<file path="config.mk">
export PLATFORM = sky130hd
export DESIGN_NAME = fetch_unit_rv32i
export DESIGN_NICKNAME = d
export VERILOG_FILES = /design/src/rtl/fetch_unit_rv32i.sv
export SDC_FILE = /design/constraint.sdc
export NUM_CORES = 1
export LEC_CHECK = 0
export ABC_AREA = 1
export CAP_MARGIN = 30
export CORE_ASPECT_RATIO = 0.5
export CORE_UTILIZATION = 30
export DETAILED_ROUTE_END_ITERATION = 7
export PLACE_DENSITY_LB_ADDON = 0.25
export SETUP_SLACK_MARGIN = 0.02
export SLEW_MARGIN = 20
export SYNTH_ARGS = -nofsm -noshare
export SYNTH_HDL_FRONTEND = slang
export SYNTH_SLANG_ARGS = --single-unit
</file>
<file path="constraint.sdc">
create_clock -name clk -period 11.3 [get_ports clk]
set_input_delay 2.825 -clock clk [delete_from_list [all_inputs] [get_ports clk]]
set_output_delay 2.825 -clock clk [all_outputs]
set_load 0.1 [all_outputs]
</file>
<file path="src/rtl/fetch_unit_rv32i.sv">
// RV32I instruction fetch stage: sequential PC generation, single-outstanding
// imem request, small prefetch queue toward decode, redirect flush.
module fetch_unit_rv32i #(
    parameter int              XLEN     = 32,
    parameter logic [XLEN-1:0] RESET_PC = '0,
    parameter int              QDEPTH   = 2
) (
    input  logic            clk,
    input  logic            rst,
    output logic            imem_req,
    output logic [XLEN-1:0] imem_addr,
    input  logic            imem_gnt,
    input  logic            imem_rvalid,
    input  logic [XLEN-1:0] imem_rdata,
    input  logic            redirect_valid,
    input  logic [XLEN-1:0] redirect_pc,
    output logic            if_valid,
    input  logic            if_ready,
    output logic [XLEN-1:0] if_pc,
    output logic [XLEN-1:0] if_instr
);
    localparam int PW = $clog2(QDEPTH);
    localparam int CW = PW + 1;

    typedef enum logic [1:0] {
        S_IDLE,
        S_WAIT,
        S_DROP
    } state_t;

    state_t          r_state;
    logic [XLEN-1:0] r_fetch_pc;
    logic [XLEN-1:0] r_req_pc;
    logic [CW-1:0]   r_count;
    logic [PW-1:0]   r_rd_ptr;
    logic [PW-1:0]   r_wr_ptr;

    logic            w_issue;
    logic            w_push;
    logic            w_pop;
    logic [XLEN-1:0] w_redirect_pc;
    logic [XLEN-1:0] w_ent_pc    [QDEPTH];
    logic [XLEN-1:0] w_ent_instr [QDEPTH];

    // Redirect suppresses issue in the same cycle so no request is born stale.
    assign imem_req      = (r_state == S_IDLE) && !rst && !redirect_valid
                           && (r_count < CW'(QDEPTH));
    assign imem_addr     = r_fetch_pc;
    assign w_issue       = imem_req && imem_gnt;
    assign w_push        = (r_state == S_WAIT) && imem_rvalid && !redirect_valid;
    assign w_pop         = if_valid && if_ready;
    assign w_redirect_pc = redirect_pc & ~XLEN'(3);

    assign if_valid = (r_count != '0);
    assign if_pc    = if_valid ? w_ent_pc[r_rd_ptr]    : '0;
    assign if_instr = if_valid ? w_ent_instr[r_rd_ptr] : '0;

    genvar gi;
    generate
        for (gi = 0; gi < QDEPTH; gi++) begin : g_entry
            logic [XLEN-1:0] r_pc;
            logic [XLEN-1:0] r_instr;
            always_ff @(posedge clk) begin
                if (w_push && (r_wr_ptr == PW'(gi))) begin
                    r_pc    <= r_req_pc;
                    r_instr <= imem_rdata;
                end
            end
            assign w_ent_pc[gi]    = r_pc;
            assign w_ent_instr[gi] = r_instr;
        end
    endgenerate

    always_ff @(posedge clk) begin
        if (rst) begin
            r_state    <= S_IDLE;
            r_fetch_pc <= RESET_PC;
            r_req_pc   <= '0;
            r_count    <= '0;
            r_rd_ptr   <= '0;
            r_wr_ptr   <= '0;
        end else begin
            if (redirect_valid) begin
                r_fetch_pc <= w_redirect_pc;
                r_count    <= '0;
                r_rd_ptr   <= '0;
                r_wr_ptr   <= '0;
            end else begin
                if (w_issue) begin
                    r_req_pc   <= r_fetch_pc;
                    r_fetch_pc <= r_fetch_pc + XLEN'(4);
                end
                if (w_push) r_wr_ptr <= r_wr_ptr + PW'(1);
                if (w_pop)  r_rd_ptr <= r_rd_ptr + PW'(1);
                case ({w_push, w_pop})
                    2'b10:   r_count <= r_count + CW'(1);
                    2'b01:   r_count <= r_count - CW'(1);
                    default: r_count <= r_count;
                endcase
            end
            // A redirect while waiting turns the live request into a stale one.
            case (r_state)
                S_IDLE: if (w_issue) r_state <= S_WAIT;
                S_WAIT: begin
                    if (imem_rvalid)         r_state <= S_IDLE;
                    else if (redirect_valid) r_state <= S_DROP;
                end
                S_DROP: if (imem_rvalid) r_state <= S_IDLE;
                default: r_state <= S_IDLE;
            endcase
        end
    end
endmodule
</file>
Yosys cells after proc, flatten, opt, wreduce, memory -nomap -nowiden
Index checks and enable logic that the tools add are counted.

Bitwise operators: 3. Add/sub/neg operators: 5. Reductions and logical operators: 18. Eq/ne operators: 7. Mux-type cells: 16. Order comparisons: 2.

Operators by type and width (count): 32-bit two-way mux (10); 32-bit by 3-bit adder with 32-bit output (second input constant) (1); 1-bit logical AND (9); 2-bit two-way mux (4); 2-bit case mux with 3 select lines (1); 2-bit nonzero test (3); 2-bit by 1-bit equality test with 1-bit output (second input constant) (2); 2-bit equality test (second input constant) (2); 2-bit inequality test (second input constant) (2); 2-bit case mux with 2 select lines (1); 3-bit inequality test (second input constant) (1); 3-bit AND reduction (1); 1-bit adder (second input constant) (2); 2-bit by 1-bit adder with 2-bit output (second input constant) (1); 2-bit greater-or-equal comparator (second input constant) (1); 1-bit zero test (2); 2-bit zero test (1); 2-bit less-than comparator (second input constant) (1); 1-bit NOT (2); 1-bit NOT with 2-bit output (1); 2-bit AND reduction (1); 2-bit OR reduction (1); 2-bit by 1-bit subtractor with 2-bit output (second input constant) (1).

Input bits: 70. Register bits after elaboration: 198. Output and inout bits: 98. Word-level logic and storage cells: 62.

Longest topological paths before layout
Gate-level depths: netlist of run 1.

Depth in word-level cells: 7. Gate-level depth with buffers: 10. Mapped depth without buffers: 10.

Least setup slack after synthesis of run 1
No wires, ideal clock.

Path type: input-to-output. Start: in rst. End: out imem_req. Arrival: 3832 ps. Path slack: 4643 ps. Cell stages on the path: 4. Path through: buf_2 nor2_4 nand3_2 inv_1.

Cells in the longest elaborated chain, start to end: 4.

Ends and longest elaborated chain: start, declared (RTL line 9) `input logic rst,`; 1-bit zero test (RTL line 46) `assign imem_req = (r_state == S_IDLE) && !rst && !redirect_valid`; 1-bit logical AND (2 in a row) (RTL line 46); 1-bit logical AND (RTL line 47) `&& (r_count < CW'(QDEPTH));`; end, declared (RTL line 10) `output logic imem_req,`.

Every way passes these cells.

Final worst setup path of run 1
Same ends and word-level chain as after synthesis.

==> results of run 1 <==
-- power breakdown --
| group | total (mW) | internal, mW | switching, mW |
|---|---|---|---|
| combinational | 0.152 | 0.0483 | 0.104 |
| sequential | 0.768 | 0.752 | 0.0163 |
| clock | 0.604 | 0.318 | 0.286 |
| total | 1.52 | 1.12 | 0.407 |
-- metal layers --
metal	routed length, um	vias to the layer above	track usage, %
met5	0	-	0
met4	191	0	4.02
met3	703	18	3.54
met2	10100	94	24.7
met1	10100	2959	21.5
li1	-	3139	-
-- cell usage after synthesis (3+ instances only) --
library cell                 n
sky130_fd_sc_hd__buf_2       7
sky130_fd_sc_hd__clkbuf_1   29
sky130_fd_sc_hd__inv_2       3
sky130_fd_sc_hd__xor2_1     10
sky130_fd_sc_hd__nor2_4      8
sky130_fd_sc_hd__nor2_2      4
sky130_fd_sc_hd__a211oi_2    3
sky130_fd_sc_hd__o21ai_0    50
sky130_fd_sc_hd__nand2_1   266
sky130_fd_sc_hd__a21oi_1   113
sky130_fd_sc_hd__inv_1      57
sky130_fd_sc_hd__buf_4       6
sky130_fd_sc_hd__a31oi_1     4
sky130_fd_sc_hd__edfxtp_1  124
sky130_fd_sc_hd__nor2_1     66
sky130_fd_sc_hd__dfxtp_1    66
sky130_fd_sc_hd__o21ai_1     4
sky130_fd_sc_hd__nand3_1    23
-- cell type report --
type,count,area share [%]
multi-input combinational,566,24.4
timing repair buffer,172,16.5
sequential,190,47.4
inverter,60,2.12
tap,344,4.05
clock inverter,12,1.02
clock buffer,20,4.51
-- cell families (layout without fill, tap and decap cells) --
kind of cell               after synthesis  count (layout)  synth area share [%]
buffers and inverters                  104             264                  5.43
and+or+nand+nor                        375             375                  19.1
xor gates and xnor gates                10              10                  1.09
AOI/OAI and AO/OA                      175             175                  11.3
adders and majority gates                2               2                 0.311
other                                    1               4                0.0466
DFF                                    190             190                  62.7
-- per-stage QoR --
| stage | area [um^2] | hold WS (ns) | cells | util (%) | setup WS [ns] |
|---|---|---|---|---|---|
| 2_1_floorplan | 8050 | 0.420 | 860 | - | 4.64 |
| 3_3_place_gp | 9970 | 0.432 | 1329 | 38.7 | 3.43 |
| 3_5_place_dp | 10000 | 0.436 | 1332 | 39.0 | 3.43 |
| 4_1_cts | 10600 | 0.458 | 1364 | 41.3 | 3.42 |
| 5_1_grt | 10600 | 0.475 | 1364 | 41.3 | 3.34 |
| 6_report | 10600 | 0.457 | 1364 | 41.3 | 3.44 |
-- state kept, by name, indices dropped and copies added, names as in the netlist --
signal	count
g_entry.r_instr	64
r_count	2
g_entry.r_pc	60
r_req_pc	30
r_state	2
r_rd_ptr	1
imem_addr	30
r_wr_ptr	1
-- path summary, 6_finish.rpt --
kind,startpoint,endpoint,slack [ns],cells after the start
hold / removal,r_req_pc[16],g_entry[0].r_pc[16],0.46,0
setup reg to reg,r_state[1],imem_addr[11],8.94,8
setup / recovery,rst,imem_req,3.44,6
hold reg to reg,r_req_pc[16],g_entry[0].r_pc[16],0.46,0
==> results_tabular.tex, run 1 <==
\begin{tabular}{lr}
\hline
Metric & Value \\
\hline
\multicolumn{2}{l}{\textbf{Placed design}} \\
\quad Count of input and output buffers & 161 \\
\quad Weighted congestion at the end of routability-driven global placement & $\sim$0.83 \\
\quad Sum of net half-perimeters after detailed placement & between 10000 and 15000 um \\
\multicolumn{2}{l}{\textbf{Finish}} \\
\quad Share of final-layout standard cells stronger than drive strength 1 & around 6.7\% \\
\quad Filler cell count in the final layout & $\sim$2500 \\
\quad Diode count & 0 \\
\quad Area growth from synthesis to layout & 32.3\% \\
\quad Leading cell type in the layout, fill and taps excluded & sky130\_fd\_sc\_hd\_\_nand2\_1 \\
\quad Multi-input gate area in the final layout & about 0.0026 mm\^{}2 \\
\quad Highest-count cells in the layout ignoring fill and taps & sky130\_fd\_sc\_hd\_\_nand2\_1 (266), sky130\_fd\_sc\_hd\_\_clkdlybuf4s50\_1 (161), sky130\_fd\_sc\_hd\_\_edfxtp\_1 (124) \\
\quad Register area & around 0.005 mm\^{}2 \\
\quad Number of nets in the finished design & approximately 1100 \\
\multicolumn{2}{l}{\textbf{STA}} \\
\quad Setup skew after layout & $\sim$0.013 ns \\
\quad Final worst path period need & between 7 and 8 ns \\
\quad Worst slew margin relative to its limit & a little under a third \\
\quad Number of failing hold endpoints at the final stage & 0 \\
\quad FMAX & $\sim$0.13 GHz \\
\quad Slew Limit Fails & 0 \\
\quad Transition time at the pin with the least slew margin & 1.04 ns \\
\quad RSZ-0062 raised after global routing & false \\
\quad Final critical-path share of the clock period & around 70\% \\
\quad Count of final setup violators & 0 \\
\quad Setup tns final & 0 ns \\
\multicolumn{2}{l}{\textbf{Worst hold path}} \\
\quad Class of the tightest hold or removal check & flop to flop \\
\multicolumn{2}{l}{\textbf{Synth}} \\
\quad Share of synthesized registers carrying an async set or reset & 0\% \\
\quad EDFF count, synth & about 120 \\
\quad Dominant cell type by area after synthesis & sky130\_fd\_sc\_hd\_\_edfxtp\_1 \\
\quad Cell types occupying the most area after synthesis & sky130\_fd\_sc\_hd\_\_edfxtp\_1 (46\%), sky130\_fd\_sc\_hd\_\_dfxtp\_1 (16\%), sky130\_fd\_sc\_hd\_\_nand2\_1 (12\%) \\
\quad Cell variety after synth & 28 \\
\quad Synthesized flop and latch total & 190 \\
\quad Yosys warns & 0 \\
\quad Post-synthesis cell area & around 0.008 mm\^{}2 \\
\quad Per-instance average area after synthesis & $\sim$9.4 um\^{}2 \\
\quad Fraction of the yosys area taken by sequential cells & 62.7\% \\
\quad Dominant register cell in the synthesized netlist & sky130\_fd\_sc\_hd\_\_edfxtp\_1 \\
\quad Top-area cell type share of the netlist area & around 46\% \\
\quad Instance count of the mapped netlist & approximately 860 \\
\multicolumn{2}{l}{\textbf{Setup path}} \\
\quad Delay-heaviest family, CP & buffers and inverters \\
\quad Critical-path top delay cell & sky130\_fd\_sc\_hd\_\_clkdlybuf4s50\_1 \\
\quad Crit path launch type & primary input \\
\quad Worst EP required & $\sim$8.5 ns \\
\quad Combined buffer and inverter count along the critical path & 4 \\
\quad Maximum fanout along the worst path & 34 \\
\quad Crit path cell chain & clkdlybuf4s50\_1 > buf\_4 > nor2\_4 > nand3\_2 > inv\_1 > clkdlybuf4s50\_1 \\
\quad Peak per-stage delay on the critical path & 1.12 ns \\
\quad Arrival time reported for the critical path endpoint & 5.04 ns \\
\quad Worst setup path category & primary input to primary output \\
\quad Most frequent cell on the critical path & sky130\_fd\_sc\_hd\_\_clkdlybuf4s50\_1 \\
\quad Sort of element at the end of the critical path & primary output \\
\multicolumn{2}{l}{\textbf{GRT}} \\
\quad Wire length of the first global-routing pass & $\sim$33000 um \\
\quad Largest net degree at the start of global routing & 79 \\
\quad Number of global-route vias before repair & 5800 \\
\quad Initial antenna violation count & 0 \\
\quad Aggregate global routing overflow & 0 \\
\quad Global-route usage over all layers & 15.6\% \\
\multicolumn{2}{l}{\textbf{Clock network}} \\
\quad Number of post-CTS setup repair buffers & 0 \\
\quad Total CTS buffers & 17 \\
\quad Reg clk slew, reported paths & around 0.070 ns \\
\quad Clock tree sinks & 190 \\
\quad Clock insertion delay at the later pin of the skew report & roughly 0.44 ns \\
\quad Post-CTS Hold Fix Bufs & 0 \\
\quad Max H-tree Level & 4 \\
\quad Largest buffer count on any clock path & 2 \\
\quad CTS tree & done \\
\quad Total of cells resized after clock tree synthesis & 0 \\
\quad Cell at the root of the clock tree & sky130\_fd\_sc\_hd\_\_clkbuf\_16 \\
\multicolumn{2}{l}{\textbf{Floorplan}} \\
\quad Initial cell density of the core & roughly 31\% \\
\quad Horiz. Die Dim & $\sim$230 um \\
\quad Core area & 0.0258 mm\^{}2 \\
\quad Die outline height & 118 um \\
\quad Floorplan row count & 41 \\
\quad Area of the die & between 0.02 and 0.03 mm\^{}2 \\
\quad I/O pin total & 168 \\
\multicolumn{2}{l}{\textbf{Power and ir drop}} \\
\quad VDD IR-drop max & 0.107 mV \\
\quad Pwr/cell area & $\sim$140 mW/mm\^{}2 \\
\quad Total power & roughly 1.5 mW \\
\quad Leak pwr & approximately 3.8 nW \\
\multicolumn{2}{l}{\textbf{Drt}} \\
\quad Routed wire length per instance & 15.4 um \\
\quad Remaining antenna violation count after routing & 0 \\
\quad Number of search-and-repair iterations in the first detailed-routing pass & 7 \\
\quad Detail-routed via count per cell & approximately 4.6 \\
\quad Routed WL & around 21000 um \\
\quad DRC violations left & 15 \\
\quad DRC marker count from the first detailed-route iteration & 429 \\
\quad Vias & roughly 6200 \\
\multicolumn{2}{l}{\textbf{Run}} \\
\quad Max cap viols & 0 \\
\multicolumn{2}{l}{\textbf{Run status}} \\
\quad Violations in the final reports & design-rule violations \\
\quad Status & finished, violations left \\
\hline
\end{tabular}
Note: power is estimated with default switching activity, not from simulation.
==> inputs of run 2 (changes only) <==
Clock period 11.3 ns to 7.1 ns, I/O delays scaled along.
==> run 2 against run 1 <==
- the flow still finishes with violations (design-rule violations)
- via count up 0.87%
- setup slack worse by 1.4 ns
- final cell count barely moved
- critical path depth stayed put
- design area up 0.24%
- clock skew is 0.0015 ns lower
- flip-flop and latch count stayed put
- register-to-register slack lost 4.2 ns
- combinational power increased by 60%
- die area unchanged
- count of clock-buffer cells in the layout fell by 1
- sequential share of layout area is 0.11 points lower
- highest routed layer unchanged
==> results_tabular.tex, run 2 (synthesis gave the netlist of run 1 again) <==
\begin{tabular}{lr}
\hline
Metric & Value \\
\hline
\multicolumn{2}{l}{\textbf{Placed design}} \\
\quad Placement Setup Slack & around 2.2 ns \\
\quad Sum of net half-perimeters after detailed placement & about 14000 um \\
\quad Weighted congestion at the end of routability-driven global placement & between 0.8 and 0.9 \\
\quad Area post-placement & 0.0101 mm\^{}2 \\
\quad Count of input and output buffers & 161 \\
\multicolumn{2}{l}{\textbf{Setup path}} \\
\quad Most frequent cell on the critical path & sky130\_fd\_sc\_hd\_\_buf\_4 \\
\quad Worst r2r path cells & 8 \\
\quad Worst EP required & $\sim$5.3 ns \\
\quad Crit path launch type & flop \\
\quad Register-to-register setup slack & 4.77 ns \\
\quad Crit path cell chain & buf\_4 > inv\_2 > buf\_4 > nand2\_1 > a21oi\_1 > clkdlybuf4s50\_1 \\
\quad Peak per-stage delay on the critical path & between 1 and 1.5 ns \\
\quad Maximum fanout along the worst path & 64 \\
\quad Launch instance of the worst register-to-register path & r\_state[1] \\
\quad Worst R2R End & imem\_addr[14] \\
\quad Worst setup path category & flop to primary output \\
\quad Combined buffer and inverter count along the critical path & 4 \\
\quad Critical-path top delay cell & sky130\_fd\_sc\_hd\_\_clkdlybuf4s50\_1 \\
\quad Sort of element at the end of the critical path & primary output \\
\quad Delay-heaviest family, CP & buffers and inverters \\
\quad Arrival time reported for the critical path endpoint & 3.33 ns \\
\multicolumn{2}{l}{\textbf{GRT}} \\
\quad Wire length of the first global-routing pass & about 33000 um \\
\quad Aggregate global routing overflow & 0 \\
\quad Number of global-route vias before repair & 5906 \\
\quad Largest net degree at the start of global routing & 65 \\
\quad Initial antenna violation count & 0 \\
\quad Global-route usage over all layers & around 16\% \\
\multicolumn{2}{l}{\textbf{Finish}} \\
\quad Highest-count cells in the layout ignoring fill and taps & sky130\_fd\_sc\_hd\_\_nand2\_1 (266), sky130\_fd\_sc\_hd\_\_clkdlybuf4s50\_1 (160), sky130\_fd\_sc\_hd\_\_edfxtp\_1 (124) \\
\quad Number of nets in the finished design & approximately 1100 \\
\quad Register bank with the most flops & g\_entry.r\_instr \\
\quad Registers with the most flip-flops & g\_entry.r\_instr x64, g\_entry.r\_pc x60 \\
\quad Leading cell type in the layout, fill and taps excluded & sky130\_fd\_sc\_hd\_\_nand2\_1 \\
\quad Diode count & 0 \\
\quad Share of final-layout standard cells stronger than drive strength 1 & 6.76\% \\
\quad Area growth from synthesis to layout & 32.6\% \\
\quad Max FFs per register & 64 \\
\quad Post-route design area & 0.0107 mm\^{}2 \\
\multicolumn{2}{l}{\textbf{Floorplan}} \\
\quad Initial cell density of the core & 31.2\% \\
\quad Area of the die & between 0.02 and 0.03 mm\^{}2 \\
\quad Floorplan row count & approximately 40 \\
\quad Horiz. Die Dim & about 230 um \\
\quad Core area & between 0.02 and 0.03 mm\^{}2 \\
\quad I/O pin total & approximately 170 \\
\quad Die outline height & 118 um \\
\multicolumn{2}{l}{\textbf{Drt}} \\
\quad Met2 layer wire length in the routed design & 9990 um \\
\quad Top routing layer in use & met4 \\
\quad Routed WL & approximately 21000 um \\
\quad Routed wire length per instance & 15.5 um \\
\quad Detail-routed via count per cell & 4.59 \\
\quad Number of search-and-repair iterations in the first detailed-routing pass & 7 \\
\quad DRC violations left & 17 \\
\quad Vias & approximately 6300 \\
\quad DRC marker count from the first detailed-route iteration & 433 \\
\quad Met3 wire length & 737 um \\
\quad Length of routed wiring on met1 & slightly above 10000 um \\
\quad Remaining antenna violation count after routing & 0 \\
\multicolumn{2}{l}{\textbf{Worst hold path}} \\
\quad Class of the tightest hold or removal check & flop to flop \\
\quad Startpoint of the tightest hold check path & r\_req\_pc[28] \\
\quad Endpoint of the worst hold path & g\_entry[1].r\_pc[28] \\
\quad Worst hold path stage count & 0 \\
\multicolumn{2}{l}{\textbf{Clock network}} \\
\quad Number of post-CTS setup repair buffers & 0 \\
\quad Cell at the root of the clock tree & sky130\_fd\_sc\_hd\_\_clkbuf\_16 \\
\quad CTS tree & done \\
\quad Post-CTS Hold Fix Bufs & 0 \\
\quad Total of cells resized after clock tree synthesis & 0 \\
\quad Max H-tree Level & 4 \\
\quad Total CTS buffers & 17 \\
\quad Reg clk slew, reported paths & roughly 0.07 ns \\
\quad Clock tree sinks & 190 \\
\quad Clock insertion delay at the later pin of the skew report & $\sim$0.44 ns \\
\quad Largest buffer count on any clock path & 2 \\
\multicolumn{2}{l}{\textbf{STA}} \\
\quad Transition time at the pin with the least slew margin & 1.03 ns \\
\quad Worst slew margin relative to its limit & 30.9\% \\
\quad Final critical-path share of the clock period & between 70 and 80\% \\
\quad Final worst path period need & 5.10 ns \\
\quad Count of final setup violators & 0 \\
\quad Setup tns final & 0 ns \\
\quad Setup skew after layout & 0.0118 ns \\
\quad FMAX & about 0.20 GHz \\
\quad Slew Limit Fails & 0 \\
\quad Worst hold margin & around 0.46 ns \\
\quad RSZ-0062 raised after global routing & false \\
\quad Number of failing hold endpoints at the final stage & 0 \\
\quad Smallest setup slack after layout & 2.00 ns \\
\multicolumn{2}{l}{\textbf{Power and ir drop}} \\
\quad Pwr/cell area & $\sim$220 mW/mm\^{}2 \\
\quad VDD IR-drop max & 0.171 mV \\
\quad Total power & $\sim$2.4 mW \\
\quad Leak pwr & approximately 3.8 nW \\
\multicolumn{2}{l}{\textbf{Run status}} \\
\quad Violations in the final reports & design-rule violations \\
\quad Status & finished, violations left \\
\multicolumn{2}{l}{\textbf{Run}} \\
\quad Max cap viols & 0 \\
\hline
\end{tabular}
[run 2: cell types whose count changed in the layout (fill, tap and decap cells not counted), moves of 2 or more]
cell,before,now
sky130_fd_sc_hd__clkinv_4,1,4
sky130_fd_sc_hd__inv_8,3,0
sky130_fd_sc_hd__buf_12,0,2
sky130_fd_sc_hd__clkbuf_16,19,17
[run 2: worst max-delay path by stage]
| stage | slack [ns] | cells past startpoint | end | from |
|---|---|---|---|---|
| final | 2.00 | 6 | if_pc[9] | r_rd_ptr |
| after global routing | 1.79 | 6 | if_pc[6] | r_rd_ptr |
| after CTS | 1.89 | 6 | if_pc[9] | r_rd_ptr |
| after detailed placement | 2.18 | 6 | imem_req | rst |
| after global placement | 2.18 | 6 | imem_req | rst |
| after floorplan | 1.98 | 3 | g_entry[0].r_instr[0] | redirect_valid |
[run 2: stage by stage]
stage / utilization [%] / std cells
finish: 41.4 / 1365
global route: 41.4 / 1365
CTS: 41.4 / 1365
detailed placement: 39.2 / 1333
global placement: 38.8 / 1329
floorplan: - / 860
[run 2: layout make-up]
class / instances / area, um^2
fillers: 2500 / 15100
flip-flops and latches: 190 / 5050
multi-input cells: 566 / 2590
repair buffers: 173 / 1800
clock buffers: 19 / 433
well taps: 344 / 430
inverters: 60 / 225
clock inverters: 13 / 130
[run 2: where the power goes]
group          switching [mW]  total, mW  internal [mW]
clock network           0.433      0.924          0.492
registers              0.0257       1.22           1.20
logic                   0.166      0.243         0.0771
[run 2: metal layers]
metal / vias up / track usage, %
met5: - / 0
met4: 0 / 4.67
met3: 18 / 3.05
met2: 114 / 25.0
met1: 2984 / 21.4
li1: 3148 / -
==> inputs of run 3 (changes only) <==
Clock period 7.1 ns to 4.29 ns, I/O delays scaled along.
==> run 3 against run 2 <==
- the run still ends with design-rule violations left
- first-iteration DRC count fell by 5.1%
- flip-flop and latch count stayed put
- count of clock-buffer cells in the layout grew 3
- critical endpoint is now imem_req
- largest power group unchanged
- highest routed layer unchanged
==> results_tabular.tex, run 3 (synthesis gave the netlist of run 1 again) <==
\begin{tabular}{lr}
\hline
Metric & Value \\
\hline
\multicolumn{2}{l}{\textbf{Finish}} \\
\quad Multi-input gate area in the final layout & about 0.0026 mm\^{}2 \\
\quad Number of nets in the finished design & between 1000 and 1500 \\
\quad Registers with the most flip-flops & g\_entry.r\_instr x64, g\_entry.r\_pc x60 \\
\quad Filler cell count in the final layout & approximately 2500 \\
\quad Register area & 0.00505 mm\^{}2 \\
\quad Leading cell type in the layout, fill and taps excluded & sky130\_fd\_sc\_hd\_\_nand2\_1 \\
\quad Final standard cell count with taps included and fillers excluded & around 1400 \\
\quad Max FFs per register & 64 \\
\quad Share of final-layout standard cells stronger than drive strength 1 & 12.7\% \\
\quad Area growth from synthesis to layout & 30.5\% \\
\quad Register bank with the most flops & g\_entry.r\_instr \\
\quad Highest-count cells in the layout ignoring fill and taps & sky130\_fd\_sc\_hd\_\_nand2\_1 (266), sky130\_fd\_sc\_hd\_\_edfxtp\_1 (124), sky130\_fd\_sc\_hd\_\_a21oi\_1 (113) \\
\multicolumn{2}{l}{\textbf{Drt}} \\
\quad DRC violations left & 15 \\
\quad Remaining antenna violation count after routing & 0 \\
\quad Number of search-and-repair iterations in the first detailed-routing pass & 6 \\
\quad Routed WL & 20900 um \\
\quad Detail-routed via count per cell & 4.52 \\
\quad Vias & about 6200 \\
\quad Routed wire length per instance & 15.3 um \\
\quad DRC marker count from the first detailed-route iteration & between 400 and 500 \\
\multicolumn{2}{l}{\textbf{Floorplan}} \\
\quad Core area & approximately 0.026 mm\^{}2 \\
\quad Die outline height & between 100 and 150 um \\
\quad Area of the die & between 0.02 and 0.03 mm\^{}2 \\
\quad Initial cell density of the core & 31.2\% \\
\quad Horiz. Die Dim & $\sim$230 um \\
\quad I/O pin total & 168 \\
\quad Floorplan row count & 41 \\
\multicolumn{2}{l}{\textbf{Placed design}} \\
\quad Count of input and output buffers & 161 \\
\quad Placement Setup Slack & between 0.9 and 1 ns \\
\quad Sum of net half-perimeters after detailed placement & around 14000 um \\
\quad Weighted congestion at the end of routability-driven global placement & 0.808 \\
\quad \# placed instances & between 1000 and 1500 \\
\multicolumn{2}{l}{\textbf{GRT}} \\
\quad Grt met2 use & roughly a quarter \\
\quad Met3 demand-to-capacity share in global routing & 2.93\% \\
\quad Met1 demand-to-capacity share in global routing & a little over a fifth \\
\quad Most utilized layer in the global route result & met2 \\
\quad Largest net degree at the start of global routing & 63 \\
\quad Initial antenna violation count & 1 \\
\quad Number of global-route vias before repair & roughly 6000 \\
\quad Aggregate global routing overflow & 0 \\
\quad Global-route usage over all layers & roughly 16\% \\
\quad Wire length of the first global-routing pass & about 33000 um \\
\multicolumn{2}{l}{\textbf{Setup path}} \\
\quad Crit path launch type & primary input \\
\quad Arrival time reported for the critical path endpoint & approximately 2.2 ns \\
\quad Register-to-register setup slack & between 2 and 2.5 ns \\
\quad Peak per-stage delay on the critical path & $\sim$0.46 ns \\
\quad Crit path cell chain & clkdlybuf4s50\_1 > nor2\_4 > nand3\_2 > inv\_1 > buf\_12 \\
\quad Worst setup path category & primary input to primary output \\
\quad Worst EP required & 3.22 ns \\
\quad Critical-path top delay cell & sky130\_fd\_sc\_hd\_\_clkdlybuf4s50\_1 \\
\quad Sort of element at the end of the critical path & primary output \\
\quad Combined buffer and inverter count along the critical path & 3 \\
\quad Delay-heaviest family, CP & buffers and inverters \\
\quad Maximum fanout along the worst path & 6 \\
\multicolumn{2}{l}{\textbf{Clock network}} \\
\quad Cell at the root of the clock tree & sky130\_fd\_sc\_hd\_\_clkbuf\_16 \\
\quad Largest buffer count on any clock path & 2 \\
\quad Clock insertion delay at the later pin of the skew report & approximately 0.44 ns \\
\quad CTS tree & done \\
\quad Reg clk slew, reported paths & roughly 0.070 ns \\
\quad Total of cells resized after clock tree synthesis & 0 \\
\quad Max H-tree Level & 4 \\
\quad Post-CTS Hold Fix Bufs & 0 \\
\quad Total CTS buffers & 17 \\
\quad Number of post-CTS setup repair buffers & 0 \\
\quad Clock tree sinks & 190 \\
\multicolumn{2}{l}{\textbf{STA}} \\
\quad Final critical-path share of the clock period & between 70\% and 80\% \\
\quad RSZ-0062 raised after global routing & false \\
\quad Smallest setup slack after layout & 1.07 ns \\
\quad Slew Limit Fails & 0 \\
\quad Transition time at the pin with the least slew margin & around 1 ns \\
\quad Worst slew margin relative to its limit & 31.1\% \\
\quad Count of final setup violators & 0 \\
\quad Number of failing hold endpoints at the final stage & 0 \\
\quad Setup tns final & 0 ns \\
\quad Setup skew after layout & between 0.005 and 0.006 ns \\
\quad FMAX & 0.311 GHz \\
\quad Final worst path period need & between 3 and 4 ns \\
\multicolumn{2}{l}{\textbf{Power and ir drop}} \\
\quad Leak pwr & roughly 4 nW \\
\quad VDD IR-drop max & between 0.2 and 0.3 mV \\
\quad Pwr/cell area & 381 mW/mm\^{}2 \\
\multicolumn{2}{l}{\textbf{Worst hold path}} \\
\quad Class of the tightest hold or removal check & flop to flop \\
\multicolumn{2}{l}{\textbf{Run status}} \\
\quad Violations in the final reports & design-rule violations \\
\quad Status & finished, violations left \\
\multicolumn{2}{l}{\textbf{Run}} \\
\quad Max cap viols & 0 \\
\hline
\end{tabular}
## run 3: path summary, 6_finish.rpt
path,startpoint,to,cells past startpoint
max,redirect_valid,imem_req,5
min,r_req_pc[27],g_entry[1].r_pc[27],0
max reg2reg,r_state[1],imem_addr[8],7
min reg2reg,r_req_pc[27],g_entry[1].r_pc[27],0
## run 3: metal layers
layer | part of all wire, % | wire length [um]
met4 | 1.3 | 280
met3 | 3.9 | 818
met2 | 47 | 9930
met5 | 0 | 0
met1 | 47 | 9880
## run 3: final cells by class
cell class / count / area share, %
clock buffer: 22 / 4.53
multi-input combinational: 566 / 24.7
sequential: 190 / 48.1
tap: 344 / 4.10
antenna: 1 / 0.0238
inverter: 60 / 2.15
clock inverter: 10 / 0.977
timing repair buffer: 173 / 15.4
## run 3: through the flow
| step | area [um^2] | hold WS, ns | power, mW | utilization (%) |
|---|---|---|---|---|
| 2_1_floorplan | 8050 | 0.420 | 2.31 | - |
| 3_3_place_gp | 9860 | 0.432 | 2.46 | 38.3 |
| 3_5_place_dp | 9890 | 0.432 | 2.47 | 38.4 |
| 4_1_cts | 10500 | 0.451 | 4.03 | 40.6 |
| 5_1_grt | 10500 | 0.475 | 4.13 | 40.8 |
| 6_report | 10500 | 0.448 | 3.99 | 40.8 |
## run 3: where the power goes
group	switching, mW	total [mW]	internal, mW	leakage, nW
Combinational	0.276	0.409	0.133	1.92
Sequential	0.0422	2.02	1.98	1.73
Clock	0.703	1.56	0.860	0.283
Total	1.02	3.99	2.97	3.92
